`src/rtl/scaler_tap_acc_if.sv`:
```
// Product input and scaled-pixel output bundle between the dual-product DSP
// stage, the tap accumulator and the output formatter.
interface scaler_tap_acc_if #(
  parameter int OUT_W = 8
);
  logic                din_en;
  logic signed [15:0]  din_ab;
  logic signed [15:0]  din_db;
  logic                din_first;
  logic                din_last;
  logic                dout_en;
  logic [OUT_W-1:0]    dout_a;
  logic [OUT_W-1:0]    dout_d;
  logic                err_tap;

  modport master (
    output din_en, din_ab, din_db, din_first, din_last,
    input  dout_en, dout_a, dout_d, err_tap
  );

  modport slave (
    input  din_en, din_ab, din_db, din_first, din_last,
    output dout_en, dout_a, dout_d, err_tap
  );
endinterface

```
`src/rtl/scaler_tap_acc.sv`:
```
// Two-lane tap accumulator: sums a filter group of signed products per lane,
// then rounds, drops the coefficient fraction bits and clamps to an unsigned pixel.
module scaler_tap_acc #(
  parameter int TAPS_MAX  = 8,
  parameter int ACC_W     = 20,
  parameter int FRAC_BITS = 6,
  parameter int OUT_W     = 8
) (
  input  logic             clk,
  input  logic             rst,
  scaler_tap_acc_if.slave  bus
);

  localparam int CNT_W = $clog2(TAPS_MAX + 1);
  localparam logic signed [ACC_W:0] HALF    = (ACC_W+1)'(2 ** (FRAC_BITS - 1));
  localparam logic signed [ACC_W:0] SAT_MAX = (ACC_W+1)'(2 ** OUT_W - 1);

  typedef enum logic [0:0] {
    IDLE = 1'b0,
    ACC  = 1'b1
  } state_t;

  state_t                   state_q, state_d;
  logic signed [ACC_W-1:0]  acc_a_q, acc_a_d;
  logic signed [ACC_W-1:0]  acc_d_q, acc_d_d;
  logic [CNT_W-1:0]         tap_cnt_q, tap_cnt_d;
  logic                     s1_vld_q, s1_vld_d;
  logic signed [ACC_W-1:0]  s1_a_q, s1_a_d;
  logic signed [ACC_W-1:0]  s1_d_q, s1_d_d;
  logic                     dout_en_q, dout_en_d;
  logic [OUT_W-1:0]         dout_a_q, dout_a_d;
  logic [OUT_W-1:0]         dout_d_q, dout_d_d;
  logic                     err_q, err_d;

  logic signed [ACC_W-1:0]  ext_a_s, ext_d_s;
  logic signed [ACC_W-1:0]  sum_a_s, sum_d_s;

  // Round half up, arithmetic shift, then clamp into [0, 2^OUT_W-1].
  function automatic logic [OUT_W-1:0] sat_px(input logic signed [ACC_W-1:0] sum);
    logic signed [ACC_W:0] r;
    r = $signed({sum[ACC_W-1], sum}) + HALF;
    r = r >>> FRAC_BITS;
    if (r[ACC_W]) begin
      sat_px = {OUT_W{1'b0}};
    end else if (r > SAT_MAX) begin
      sat_px = {OUT_W{1'b1}};
    end else begin
      sat_px = r[OUT_W-1:0];
    end
  endfunction

  assign ext_a_s = {{(ACC_W-16){bus.din_ab[15]}}, bus.din_ab};
  assign ext_d_s = {{(ACC_W-16){bus.din_db[15]}}, bus.din_db};
  assign sum_a_s = acc_a_q + ext_a_s;
  assign sum_d_s = acc_d_q + ext_d_s;

  // Group control, accumulation and stage-1 capture of the finished sum.
  always_comb begin
    state_d   = state_q;
    acc_a_d   = acc_a_q;
    acc_d_d   = acc_d_q;
    tap_cnt_d = tap_cnt_q;
    s1_vld_d  = 1'b0;
    s1_a_d    = s1_a_q;
    s1_d_d    = s1_d_q;
    err_d     = 1'b0;
    if (bus.din_en) begin
      if (bus.din_first) begin
        // A first tap always opens a fresh group; arriving mid-group drops the old one.
        err_d = (state_q == ACC);
        if (bus.din_last) begin
          s1_vld_d  = 1'b1;
          s1_a_d    = ext_a_s;
          s1_d_d    = ext_d_s;
          tap_cnt_d = {CNT_W{1'b0}};
          state_d   = IDLE;
        end else begin
          acc_a_d   = ext_a_s;
          acc_d_d   = ext_d_s;
          tap_cnt_d = CNT_W'(1);
          state_d   = ACC;
        end
      end else if (state_q == IDLE) begin
        err_d = 1'b1;
      end else if (tap_cnt_q >= CNT_W'(TAPS_MAX)) begin
        err_d     = 1'b1;
        tap_cnt_d = {CNT_W{1'b0}};
        state_d   = IDLE;
      end else if (bus.din_last) begin
        s1_vld_d  = 1'b1;
        s1_a_d    = sum_a_s;
        s1_d_d    = sum_d_s;
        tap_cnt_d = {CNT_W{1'b0}};
        state_d   = IDLE;
      end else begin
        acc_a_d   = sum_a_s;
        acc_d_d   = sum_d_s;
        tap_cnt_d = tap_cnt_q + CNT_W'(1);
      end
    end else begin
      state_d = state_q;
    end
  end

  // Stage 2: scale and saturate; pixels hold their value between pulses.
  always_comb begin
    dout_en_d = s1_vld_q;
    dout_a_d  = dout_a_q;
    dout_d_d  = dout_d_q;
    if (s1_vld_q) begin
      dout_a_d = sat_px(s1_a_q);
      dout_d_d = sat_px(s1_d_q);
    end else begin
      dout_a_d = dout_a_q;
      dout_d_d = dout_d_q;
    end
  end

  // All state, with synchronous reset.
  always_ff @(posedge clk) begin
    if (rst) begin
      state_q   <= IDLE;
      acc_a_q   <= '0;
      acc_d_q   <= '0;
      tap_cnt_q <= '0;
      s1_vld_q  <= 1'b0;
      s1_a_q    <= '0;
      s1_d_q    <= '0;
      dout_en_q <= 1'b0;
      dout_a_q  <= '0;
      dout_d_q  <= '0;
      err_q     <= 1'b0;
    end else begin
      state_q   <= state_d;
      acc_a_q   <= acc_a_d;
      acc_d_q   <= acc_d_d;
      tap_cnt_q <= tap_cnt_d;
      s1_vld_q  <= s1_vld_d;
      s1_a_q    <= s1_a_d;
      s1_d_q    <= s1_d_d;
      dout_en_q <= dout_en_d;
      dout_a_q  <= dout_a_d;
      dout_d_q  <= dout_d_d;
      err_q     <= err_d;
    end
  end

  assign bus.dout_en = dout_en_q;
  assign bus.dout_a  = dout_a_q;
  assign bus.dout_d  = dout_d_q;
  assign bus.err_tap = err_q;

endmodule

```
`src/flat_wrapper.sv`:
```
// flat-port wrapper written by rule: the top's interface ports become plain ports
module scaler_tap_acc_flat 
#(
  parameter int TAPS_MAX  = 8,
  parameter int ACC_W     = 20,
  parameter int FRAC_BITS = 6,
  parameter int OUT_W     = 8
)
  (clk, rst, bus_din_en, bus_din_ab, bus_din_db, bus_din_first, bus_din_last, bus_dout_en, bus_dout_a, bus_dout_d, bus_err_tap);
  scaler_tap_acc_if #(.OUT_W(OUT_W)) bus_i ();
  input  logic clk;
  input  logic rst;
  input wire logic [$bits(bus_i.din_en)-1:0] bus_din_en;
  input wire logic [$bits(bus_i.din_ab)-1:0] bus_din_ab;
  input wire logic [$bits(bus_i.din_db)-1:0] bus_din_db;
  input wire logic [$bits(bus_i.din_first)-1:0] bus_din_first;
  input wire logic [$bits(bus_i.din_last)-1:0] bus_din_last;
  output wire logic [$bits(bus_i.dout_en)-1:0] bus_dout_en;
  output wire logic [$bits(bus_i.dout_a)-1:0] bus_dout_a;
  output wire logic [$bits(bus_i.dout_d)-1:0] bus_dout_d;
  output wire logic [$bits(bus_i.err_tap)-1:0] bus_err_tap;
  assign bus_i.din_en = bus_din_en;
  assign bus_i.din_ab = bus_din_ab;
  assign bus_i.din_db = bus_din_db;
  assign bus_i.din_first = bus_din_first;
  assign bus_i.din_last = bus_din_last;
  assign bus_dout_en = bus_i.dout_en;
  assign bus_dout_a = bus_i.dout_a;
  assign bus_dout_d = bus_i.dout_d;
  assign bus_err_tap = bus_i.err_tap;
  scaler_tap_acc #(.TAPS_MAX(TAPS_MAX), .ACC_W(ACC_W), .FRAC_BITS(FRAC_BITS), .OUT_W(OUT_W)) u_core (.clk(clk), .rst(rst), .bus(bus_i));
endmodule
```
`config.mk`:
```
export PLATFORM = sky130hd
export DESIGN_NAME = scaler_tap_acc_flat
export DESIGN_NICKNAME = d
export VERILOG_FILES = /design/src/rtl/scaler_tap_acc_if.sv /design/src/rtl/scaler_tap_acc.sv /design/src/flat_wrapper.sv
export SDC_FILE = /design/constraint.sdc
export NUM_CORES = 1
export LEC_CHECK = 0
export ABC_CLOCK_PERIOD_IN_PS = 4000
export CAP_MARGIN = 20
export CORE_MARGIN = 1
export CORE_UTILIZATION = 57
export DETAILED_ROUTE_END_ITERATION = 7
export PLACE_DENSITY = 0.79
export SLEW_MARGIN = 10
export SYNTH_ARGS = -nofsm -noshare
export SYNTH_HDL_FRONTEND = slang
export SYNTH_SLANG_ARGS = --single-unit
```
`constraint.sdc`:
```
create_clock -name clk -period 4 [get_ports clk]
set_input_delay 1 -clock clk [delete_from_list [all_inputs] [get_ports clk]]
set_output_delay 1 -clock clk [all_outputs]
set_load 0.1 [all_outputs]
```
* Word level (Yosys, flattened, before mapping) *
Index checks and enable logic that the tools add are counted.

cells by class
  $add $sub $neg = 5
  order comparisons = 3
  equal/unequal tests = 1
  mux-type cells = 40
  bitwise gates (word level) = 2
  reductions and logical operators = 5

operators with widths
  cell                   number
  $mux 20                20
  $add 20x7->21 const B  2
  $add 20x16->20         2
  $mux 8                 4
  $gt 15x9->1 const B    2
  $mux 4                 4
  $mux 1                 12
  $reduce_and 4->1       2
  $add 4x1->4 const B    1
  $ge 4x4->1 const B     1
  $ne 2x2->1 const B     1
  $not 1->1              2
  $reduce_and 2->1       1
  $reduce_bool 2->1      1
  $reduce_or 2->1        1

storage, ports and cells
  register bits = 104
  word-level logic and storage cells = 67

* Logic depth before layout (Yosys ltp) *
  word-level depth = 5
  gate-level depth with buffers = 9
  depth with buffers taken out = 9

* Worst setup path after synthesis *
Ideal clock, no wire load.

  path kind = input to register
  start point = input bus_din_ab[0]
  end point = register u_core.s1_a_q[18]
  arrival time = 3256 ps
  data required time = 3862 ps
  slack = 607 ps
  stages on the path = 9
  path buffers = 0
  cells stage by stage = ha_1 -> fa_1 -> a211oi_2 -> o211ai_1 -> a32o_2 -> a41oi_2 -> mux2_4 -> a2111oi_4 -> a211oi_1

between the ends
  longest elaborated chain between the ends = 5

RTL lines
  item                    line                   text
  start: declaration      flat_wrapper.sv:14     input wire logic [$bits(bus_i.din_ab)-1:0] bus_din_ab;
  $add 20x16->20          scaler_tap_acc.sv:54   assign sum_a_s = acc_a_q + ext_a_s;
  $mux 20                 scaler_tap_acc.sv:89   end else if (bus.din_last) begin
  $mux 20                 scaler_tap_acc.sv:85   end else if (tap_cnt_q >= CNT_W'(TAPS_MAX)) begin
  $mux 20                 scaler_tap_acc.sv:83   end else if (state_q == IDLE) begin
  $mux 20                 scaler_tap_acc.sv:68   if (bus.din_first) begin
  end signal: assignment  scaler_tap_acc.sv:127  s1_a_q <= '0;
  end signal: assignment  scaler_tap_acc.sv:139  s1_a_q <= s1_a_d;
  end: declaration        scaler_tap_acc.sv:28   logic signed [ACC_W-1:0] s1_a_q, s1_a_d;

No other way between the ends. The select of a mux whose other input is x is not followed.
A chain may end at the register's enable or synchronous reset.

* Final worst setup path *
Same ends and word-level chain as after synthesis.

==> run_results.csv <==
group,metric,value,unit
cts,insertion_delay,0.38,ns
synthesis,synth_cells,785,
global_routing,grt_pass1_vias,5671,
pwr,seqPwrFrac,43.9,%
timing,final.min_clock_period,3.63,ns
place,portBuffers,54,
critical_path,reg2reg_setup_slack,1.13,ns
timing,grt_setup_unrepaired,"false",
critical_path,critical_path_peak_fanout,3,
pwr,p_switching,0.787,mW
drt,viasPerCell,6.10,
floorplan,die_width,107,µm
timing,relSlewSlack,33.5,%
global_routing,grt_max_degree,89,
drt,wl_per_cell,16.0,µm
timing,finalSetupViolCount,0,
cts,ctsHoldBuffers,0,
timing,drv_slew,0,
run,max_cap_violations,0,
pwr,power_frac_comb,26.6,%
layout,multiInputGateArea,4130,µm²
synthesis,syn_area,6310,µm²
critical_path,cp_cell_sequence,"clkdlybuf4s50_1 > ha_1 > fa_1 > a211oi_2 > o211ai_1 > a32o_2 > a41oi_2 > mux2_4 > a2111oi_4 > a211oi_1",
pwr,p_sw_share,33.7,%
global_routing,grt_overflow,0,
timing,skew,0.0168,ns
global_routing,antenna_found_initial,0,
drt,first_pass_iters,5,
drt,drc_errors,0,
synthesis,ys_warn_count,0,
synthesis,synth_most_common_cell,"nor2_1",
outcome,outcome,"completed",
floorplan,dieArea,11500,µm²
pwr,power_density,328,nW/µm²
timing,tns,0,ns
synthesis,synth_fp_nets,866,
critical_path,start_kind,"input port",
drt,drt-initial-drc-count,424,
synthesis,avgSynthCellArea,8.04,µm²
cts,clkTransAtPathRegs,0.10,ns
floorplan,ios,55,
pwr,power.internal,1.55,mW
pwr,power_frac_clock,29.5,%
floorplan,rows,38,
critical_path,worstSetupPathType,"in -> reg",
synthesis,synth_edf_count,0,
synthesis,synth-main-ff-cell,"dfxtp_1",
cts,cts_repair_resize_count,0,
timing,tightest_slew,0.998,ns
synthesis,netlist.area_leader.share,29.8,%
floorplan,core_area,10800,µm²
critical_path,slowest_stage,"clkdlybuf4s50_1",
layout,nFillCells,933,
global_routing,grt_pass1_wl,26.1,mm
cts,htree_levels,3,
synthesis,yosys.area.top_type,"dfxtp_1",
layout,diodes,0,
timing,fmax,275,MHz
timing,final_hold_viol_count,0,
critical_path,max_stage_delay,0.43,ns
cts,clkSinkCount,94,
global_routing,grtUsageTotal,28.3,%
pwr,p_leak,2.76,nW
drt,dr_total_vias,5857,
layout,finish.utilization,65.8,%
synthesis,synth_commonest_cells,"120 x nor2_1, 94 x dfxtp_1, 76 x a21oi_1",
layout,syn_to_final_growth,12.5,%
floorplan,die_height,107,µm
floorplan,initial_core_util,58.5,%
synthesis,async_flop_share,0,%
critical_path,cp_data_arrival_time,3.85,ns
synthesis,synth_seq_cells,94,
place,hpwl,11.2,mm
layout,fin_nets,896,
cts,cts-root-buf,"clkbuf_8",
pwr,vdd_drop_max,0.198,mV
cts,cts_buffer_depth,2,
cts,cts_setup_buffers,0,
cts,cts_tree,"done",
synthesis,yosysUniqueCellTypes,73,
cts,cts_buffers,9,
min_path,hp-class,"reg -> reg",
timing,timing.final.crit_share,90.8,%
synthesis,ys_top_cells_by_area,"dfxtp_1 30%, ha_1 8.3%, nor2_1 7.1%",
synthesis,synth-seq-area-share,29.8,%
drt,routed_wl,15.4,mm
layout,regArea,1880,µm²
critical_path,endpoint_kind,"flop",
layout,layout-drive-gt1-share,8.05,%
place,routabilityCongestion,0.865,
critical_path,required,4.22,ns
drt,ant_nets,0,
-- critical path: cells and delay by family --
kind | cells | cell delay [ns]
adder cells (fa/ha/maj) | 2 | 0.67
AO/OA/AOI/OAI | 6 | 1.41
buffers and inverters | 1 | 0.43
multiplexers | 1 | 0.34
-- power groups by stage --
stage          Clock (mW)  Combinational [mW]  Sequential (mW)
4_1_cts             0.704               0.618             1.02
6_report            0.688               0.621             1.02
5_1_grt             0.741               0.688             1.03
3_3_place_gp            0               0.595             1.04
2_1_floorplan           0               0.423             1.08
3_5_place_dp            0               0.614             1.04
-- flip-flops by register name, summed over array words and instances (netlist names) --
signal,cells
u_core.acc_a_q,20
u_core.acc_d_q,20
u_core.s1_a_q,15
u_core.s1_d_q,15
u_core.bus.dout_a,8
u_core.bus.dout_d,8
u_core.tap_cnt_q,4
u_core.bus.dout_en,1
u_core.bus.err_tap,1
u_core.dout_en_d,1
u_core.state_q,1
-- final timing paths --
| check | endpoint | cells after the start | from |
|---|---|---|---|
| worst max-delay path | u_core.s1_a_q[18] | 10 | bus_din_ab[0] |
| worst max register to register | u_core.s1_a_q[18] | 9 | u_core.acc_a_q[0] |
| worst min-delay path | u_core.acc_a_q[2] | 2 | u_core.acc_a_q[2] |
| worst min register to register | u_core.acc_a_q[2] | 2 | u_core.acc_a_q[2] |
-- final cells by class --
cell class | count | area share [%]
clock buffers | 10 | 1.94
clock inverters | 6 | 1.06
inverters | 19 | 1.00
multi-input cells | 625 | 58.2
flip-flops and latches | 94 | 26.5
well taps | 140 | 2.46
repair buffers | 66 | 8.91
-- cell families after synthesis --
kind of cell | count (synthesis) | share of synthesized area [%]
AOI/OAI and AO/OA | 255 | 28.2
xor gates and xnor gates | 37 | 5.13
adders and majority gates | 44 | 8.96
buffers and inverters | 66 | 4.87
DFF | 94 | 29.8
muxes | 18 | 3.03
and+or+nand+nor | 271 | 20.0
-- per-layer routing --
| metal | vias up | global-route usage, % | routed length (µm) |
|---|---|---|---|
| met1 | 2748 | 35.9 | 7020 |
| li1 | 2942 | - | - |
| met4 | 0 | 11.7 | 343 |
| met2 | 139 | 47.8 | 7270 |
| met5 | - | 0 | 0 |
| met3 | 28 | 4.48 | 725 |
-- cell usage in the layout, fill, tap and decap left out, drive strengths merged, types with 5 or more instances in the layout --
cell type,n
o211ai,14
a21oi,77
and3,9
nand2b,8
clkbuf,10
nor2,120
nor2b,5
o21bai,6
xnor2,23
dfxtp,94
a311oi,6
nand4,6
xor2,14
a21o,20
ha,42
a211oi,57
inv,23
nand2,49
o21ai,36
buf,14
mux2i,15
a2111oi,5
clkdlybuf4s50,52
nor3,32
nand3,18
a31oi,5
-- through the flow --
step           std cells  area (µm²)  setup WS [ns]  power [mW]  hold WS [ns]
6_report             960        7110          0.370        2.33         0.472
5_1_grt              960        7110          0.215        2.46         0.519
4_1_cts              960        7110          0.397        2.34         0.473
3_5_place_dp         944        6890         0.0176        1.66         0.459
3_3_place_gp         944        6890         0.0705        1.64         0.443
2_1_floorplan        785        6310          0.607        1.50         0.436
No activity file was read; power rests on OpenSTA's default activity.
